--- src/rtl/lvds_rx_phase_ctrl.sv ---
// LVDS 7:1 RX phase alignment: reset PLL, wait for lock, sweep psda over 16 steps
// against the clock-lane training word, then program the centre of the widest window.
// state     | meaning
// RST_PLL   | hold PLL in reset
// WAIT_LOCK | wait for stable synchronized lock
// SETTLE    | let the new psda settle
// CHECK     | compare valid words to training pattern
// NEXT      | advance phase or finish sweep
// SCAN      | two laps over pass map for widest window
// APPLY     | program centre or count a failed attempt
// DONE      | aligned, psda held
// FAIL      | retries exhausted
module lvds_rx_phase_ctrl #(
  parameter int         RST_CYCLES    = 16,
  parameter int         LOCK_CYCLES   = 1024,
  parameter int         SETTLE_CYCLES = 64,
  parameter int         CHECK_CYCLES  = 256,
  parameter int         MAX_RETRY     = 3,
  parameter logic [6:0] TRAIN_PATTERN = 7'b1100011,
  parameter logic [3:0] DUTYDA_VAL    = 4'b1000,
  parameter logic [3:0] FDLY_VAL      = 4'b0000
) (
  input  logic        clkin,
  input  logic        reset,
  input  logic        pll_lock,
  input  logic [6:0]  rx_word,
  input  logic        rx_valid,
  input  logic        realign,
  output logic        pll_reset,
  output logic [3:0]  psda,
  output logic [3:0]  dutyda,
  output logic [3:0]  fdly,
  output logic        align_done,
  output logic        align_fail,
  output logic [15:0] pass_map,
  output logic [4:0]  best_len
);

  localparam int MAX_A = (RST_CYCLES > LOCK_CYCLES) ? RST_CYCLES : LOCK_CYCLES;
  localparam int MAX_B = (SETTLE_CYCLES > CHECK_CYCLES) ? SETTLE_CYCLES : CHECK_CYCLES;
  localparam int MAXC  = (MAX_A > MAX_B) ? MAX_A : MAX_B;
  localparam int TW    = $clog2(MAXC + 1);
  localparam int RW    = $clog2(MAX_RETRY + 1);

  localparam logic [TW-1:0] RST_LOAD    = TW'(RST_CYCLES - 1);
  localparam logic [TW-1:0] LOCK_LOAD   = TW'(LOCK_CYCLES - 1);
  localparam logic [TW-1:0] SETTLE_LOAD = TW'(SETTLE_CYCLES - 1);
  localparam logic [TW-1:0] CHECK_LOAD  = TW'(CHECK_CYCLES - 1);

  typedef enum logic [3:0] {
    RST_PLL, WAIT_LOCK, SETTLE, CHECK, NEXT, SCAN, APPLY, DONE, FAIL
  } state_t;

  state_t        state;
  logic [TW-1:0] timer;
  logic [3:0]    idx;
  logic [15:0]   work_map;
  logic          seen, bad;
  logic [4:0]    scan_i, run, best;
  logic [3:0]    best_end;
  logic [RW-1:0] retry;
  logic          lock_s1, lock_s2;

  logic          word_ok, phase_pass, lock_lost, sweeping, attempt_fail;
  logic          retry_left, go_rst;
  logic [4:0]    run_nxt;
  logic [RW-1:0] retry_inc;

  assign dutyda = DUTYDA_VAL;
  assign fdly   = FDLY_VAL;

  assign word_ok    = (rx_word == TRAIN_PATTERN);
  // the last CHECK cycle's word counts toward the verdict
  assign phase_pass = (seen | rx_valid) & ~(bad | (rx_valid & ~word_ok));
  assign run_nxt    = pass_map[scan_i[3:0]] ? ((run == 5'd16) ? 5'd16 : run + 5'd1) : 5'd0;
  assign lock_lost  = ~lock_s2;
  assign sweeping   = (state == SETTLE) || (state == CHECK) || (state == NEXT) || (state == SCAN);
  assign attempt_fail = (sweeping && lock_lost) || (state == APPLY && best == 5'd0);
  assign retry_inc  = retry + RW'(1);
  assign retry_left = (int'(retry_inc) < MAX_RETRY);
  assign go_rst     = realign || (attempt_fail && retry_left) || (state == DONE && lock_lost);

  always_ff @(posedge clkin) begin
    if (reset) begin
      state      <= RST_PLL;
      timer      <= RST_LOAD;
      pll_reset  <= 1'b1;
      psda       <= 4'd0;
      idx        <= 4'd0;
      align_done <= 1'b0;
      align_fail <= 1'b0;
      pass_map   <= 16'd0;
      best_len   <= 5'd0;
      retry      <= '0;
      work_map   <= 16'd0;
      seen       <= 1'b0;
      bad        <= 1'b0;
      scan_i     <= 5'd0;
      run        <= 5'd0;
      best       <= 5'd0;
      best_end   <= 4'd0;
      lock_s1    <= 1'b0;
      lock_s2    <= 1'b0;
    end else begin
      lock_s1 <= pll_lock;
      lock_s2 <= lock_s1;
      if (go_rst) begin
        state      <= RST_PLL;
        timer      <= RST_LOAD;
        pll_reset  <= 1'b1;
        psda       <= 4'd0;
        idx        <= 4'd0;
        align_done <= 1'b0;
        align_fail <= 1'b0;
        retry      <= (realign || !attempt_fail) ? '0 : retry_inc;
      end else if (attempt_fail) begin
        state      <= FAIL;
        retry      <= retry_inc;
        align_fail <= 1'b1;
        align_done <= 1'b0;
        psda       <= 4'd0;
      end else begin
        case (state)
          RST_PLL: begin
            if (timer == '0) begin
              pll_reset <= 1'b0;
              timer     <= LOCK_LOAD;
              state     <= WAIT_LOCK;
            end else begin
              timer <= timer - TW'(1);
            end
          end
          WAIT_LOCK: begin
            if (lock_lost) begin
              timer <= LOCK_LOAD;
            end else if (timer == '0) begin
              work_map <= 16'd0;
              psda     <= idx;
              timer    <= SETTLE_LOAD;
              state    <= SETTLE;
            end else begin
              timer <= timer - TW'(1);
            end
          end
          SETTLE: begin
            if (timer == '0) begin
              seen  <= 1'b0;
              bad   <= 1'b0;
              timer <= CHECK_LOAD;
              state <= CHECK;
            end else begin
              timer <= timer - TW'(1);
            end
          end
          CHECK: begin
            if (rx_valid) begin
              seen <= 1'b1;
              if (!word_ok) bad <= 1'b1;
            end
            if (timer == '0) begin
              work_map[idx] <= phase_pass;
              state         <= NEXT;
            end else begin
              timer <= timer - TW'(1);
            end
          end
          NEXT: begin
            if (idx == 4'd15) begin
              pass_map <= work_map;
              scan_i   <= 5'd0;
              run      <= 5'd0;
              best     <= 5'd0;
              best_end <= 4'd0;
              state    <= SCAN;
            end else begin
              idx   <= idx + 4'd1;
              psda  <= idx + 4'd1;
              timer <= SETTLE_LOAD;
              state <= SETTLE;
            end
          end
          SCAN: begin
            // second lap lets windows that wrap past phase 15 accumulate
            run <= run_nxt;
            if (run_nxt > best) begin
              best     <= run_nxt;
              best_end <= scan_i[3:0];
            end
            scan_i <= scan_i + 5'd1;
            if (scan_i == 5'd31) state <= APPLY;
          end
          APPLY: begin
            psda       <= best_end - best[4:1];
            best_len   <= best;
            align_done <= 1'b1;
            state      <= DONE;
          end
          DONE: ;
          FAIL: ;
          default: state <= RST_PLL;
        endcase
      end
    end
  end

endmodule
--- config.mk ---
export PLATFORM = sky130hd
export DESIGN_NAME = lvds_rx_phase_ctrl
export DESIGN_NICKNAME = d
export VERILOG_FILES = /design/src/rtl/lvds_rx_phase_ctrl.sv
export SDC_FILE = /design/constraint.sdc
export NUM_CORES = 1
export LEC_CHECK = 0
export CAP_MARGIN = 0
export CORE_MARGIN = 2
export CORE_UTILIZATION = 57
export DETAILED_ROUTE_END_ITERATION = 10
export PLACE_DENSITY = 0.8
export SETUP_SLACK_MARGIN = 0.3
export SLEW_MARGIN = 15
export SYNTH_ARGS = -nofsm -noshare
export SYNTH_HDL_FRONTEND = slang
export SYNTH_SLANG_ARGS = --single-unit
--- constraint.sdc ---
create_clock -name clkin -period 3.8 [get_ports clkin]
set_input_delay 0.57 -clock clkin [delete_from_list [all_inputs] [get_ports clkin]]
set_output_delay 0.57 -clock clkin [all_outputs]
set_load 0.05 [all_outputs]
==> impl_metrics.toml <==
[routing]
dr.pass1.iters = 5
via_count = 4493
via_per_inst = 6.13
drc = 0
ant_nets = 0
routed_wl_um = 12100
drt-initial-drc-count = 242
wire_per_inst_um = 16.6

[setup_path]
crit_start = "scan_i[2]$_SDFFE_PP0P_"
crit_top_cell = "mux2i_1"
cp_slowest_cell = "mux4_2"
end_kind = "flop"
reg2reg_depth = 12
r2r_setup_slack_ns = 0.50
cp_max_fo = 8
path_cells = "mux4_2, mux2_2, mux2i_1, nor2b_1, and2_1, ha_1, and3_1, o21ai_0, a32oi_2, o21a_2, mux2i_1, nor2_1"
arrival_ns = 3.55
cp.buffers_inverters = 0
reg2reg_from = "scan_i[2]$_SDFFE_PP0P_"
crit_type = "flop to flop"
slowest_delay_ns = 0.53
worst_ep_required_time_ns = 4.04
r2r-end = "best_end[0]$_SDFFE_PP0P_"
cp_top_family = "multiplexers"
start_kind = "flop"

[pwr]
power_frac_seq_pct = 55.6
p_clk_share_pct = 40.8
p_sw_share_pct = 24.9
vdd.ir_drop.worst_mv = 0.224
p_comb_share_pct = 3.6
p_int_mw = 1.25
power_mw = 1.67
p_switching_mw = 0.415
p_leak_nw = 1.84
pwr_density_cell_nw_per_um2 = 305

[synth]
yosysMostFrequentCell = "dfxtp_1"
synth_seq_cells = 88
ys_top_cells_by_count = "dfxtp_1 (88), nand2_1 (79), a21oi_1 (65)"
synth_edf_count = 0
yosysWarnings = 0
ys_seq_area_share_pct = 36.1
synth-simple-area-share_pct = 24.6
async_flop_share_pct = 0
syn_area_per_cell_um2 = 8.07
synth.largest_area_cell = "dfxtp_1"
synth_top_area_share_pct = 36.1
synth_compound_area_share_pct = 19.8
synth_cell_types = 70
synthXorXnorAreaFrac_pct = 2.52
netlist_area_um2 = 4870
synthMuxAreaShare_pct = 5.42
synth_top_family_by_area = "simple AND/OR/NAND/NOR gates"
yosys.area_share.adder_pct = 5.03
synthCells = 604
ys.flop_type = "dfxtp_1"
synth_area_leaders = "dfxtp_1 (36%), a21oi_1 (6.7%), nand2_1 (6.1%)"

[sta]
period_needed_ns = 3.30
fin_hold_ws_ns = 0.456
slew_viol_final = 0
fin_worst_skew_ns = 0.0114
fmax_mhz = 303
rsz0062_at_grt = "no"
hold_viol = 0
relSlewSlack_pct = 45.4
period_share_pct = 87.0
timing.setup.tns_ns = 0
tightest_slew_ns = 0.816
setup_viol = 0

[worst_hold_path]
whs_endpoint = "lock_s2$_SDFF_PP0_"
min_path_cells = 1
worstHoldStart = "lock_s1$_SDFF_PP0_"
hp-class = "flop to flop"

[global_route]
grt_pass1_vias = 4035
antenna_found_initial = 0
grt_max_degree = 69
grt_pass1_wl_um = 19700
grt_overflow = 0
track_usage_pct = 27.0

[clocking]
postCtsHoldBufs = 0
clock-sinks = 88
cts_tree = "built"
cts_root_buffer = "clkbuf_8"
numCtsBuffers = 9
h-tree-depth = 3
clkLatencyLatePin_ns = 0.37
clockBufferDepth = 2
clkTransAtPathRegs_ns = 0.10

[die]
ios = 48
dieArea_um2 = 9310
die_y_um = 96.5
start_util_pct = 59.0
rows = 33
core_um2 = 8260
die_w_um = 96.5

[finish]
areaGrowthSynthToFinish_pct = 11.9
drive_gt1_share_pct = 8.44
finalInstanceArea_um2 = 5450
register_area_um2 = 1760
stdcell_count = 733
fin_nets = 654
nFillCells = 702
diodes = 0
multi_input_area_um2 = 2840

[placed_design]
placed_area_um2 = 5240
dp_hpwl_um = 8760
numPortBuffers = 39
dp.cells = 717
gp_congestion = 0.916

[outcome]
outcome = "complete, no violations"

[run]
max_cap_violations = 0
-- cell type report --
cell class                      instances  share of cell area [%]
Multi-Input combinational cell        456                    52.0
Timing Repair Buffer                   46                    8.03
Sequential cell                        88                    32.4
Inverter                               22                    1.51
Tap cell                              105                    2.41
Clock inverter                          7                    1.42
Clock buffer                            9                    2.27
-- layer usage --
layer / routed length [um] / global-route usage [%] / vias up
met3: 768 / 4.81 / 17
met2: 6030 / 46.2 / 194
met4: 160 / 7.28 / 0
met1: 5170 / 35.2 / 2119
li1: - / - / 2163
met5: 0 / 0 / -
-- flip-flops by register name, indices dropped and copies added, names as in the netlist, 2 cells and up --
register,cells
retry,2
timer,11
run,5
best,5
best_end,4
psda,4
pass_map,16
best_len,5
state,4
scan_i,5
idx,4
work_map,16
-- what timing repair did --
action / CTS / global route
setup buffers: 0 / 0
resized for setup: 0 / 4
setup endpoints to repair: 0 / 9
-- logic make-up after synthesis --
kind of cell,after synthesis
compound gates,160
xor+xnor,14
fa+ha+maj,19
buf+inv,66
flops,88
mux,21
other cells,2
simple gates,234
-- stage by stage --
stage / util, % / setup slack [ns]
2_1_floorplan: - / 0.612
3_3_place_gp: 63.5 / 0.510
3_5_place_dp: 63.5 / 0.330
4_1_cts: 65.9 / 0.303
5_1_grt: 66.0 / 0.308
6_report: 66.0 / 0.495
-- worst reg2reg max path: cells and delay by family, from the launching register on --
family	cells	cell delay [ns]
AO/OA/AOI/OAI	3	0.65
adder cells (fa/ha/maj)	1	0.26
flip-flops	1	0.45
multiplexers	4	1.26
AND/OR/NAND/NOR	4	0.54
-- power groups by stage --
stage	clock network (mW)	registers [mW]	logic, mW
floorplan	0	0.946	0.0491
global placement	0	0.948	0.0595
detailed placement	0	0.948	0.0603
CTS	0.690	0.926	0.0605
global route	0.721	0.927	0.0652
finish	0.679	0.926	0.0606
-- worst max path at each step --
stage / slack (ns) / cells past startpoint / endpoint
final: 0.50 / 12 / best_end[0]$_SDFFE_PP0P_
after global routing: 0.31 / 12 / best_end[0]$_SDFFE_PP0P_
after CTS: 0.30 / 12 / best_end[0]$_SDFFE_PP0P_
after detailed placement: 0.33 / 12 / best_end[0]$_SDFFE_PP0P_
after global placement: 0.51 / 12 / best_end[0]$_SDFFE_PP0P_
after floorplan: 0.61 / 14 / best_end[0]$_SDFFE_PP0P_
-- layout by cell type (no fill, tap or decap), types with 4 or more instances in the layout --
cell,count
mux2i_1,14
conb_1,8
nand2_1,79
o21ai_0,15
clkbuf_8,9
xnor2_1,6
clkdlybuf4s50_1,38
o22ai_1,17
nand2b_1,5
and3_1,7
nand3_1,18
inv_1,22
nor2b_1,7
nand3b_1,4
buf_4,7
a21oi_1,65
or3_1,4
nor2_1,55
mux4_2,4
dfxtp_1,86
o31ai_1,5
nor3_1,20
and2_1,6
a31oi_1,9
ha_1,18
o21ai_1,19
xor2_1,8
(Power assumes the default switching activity.)
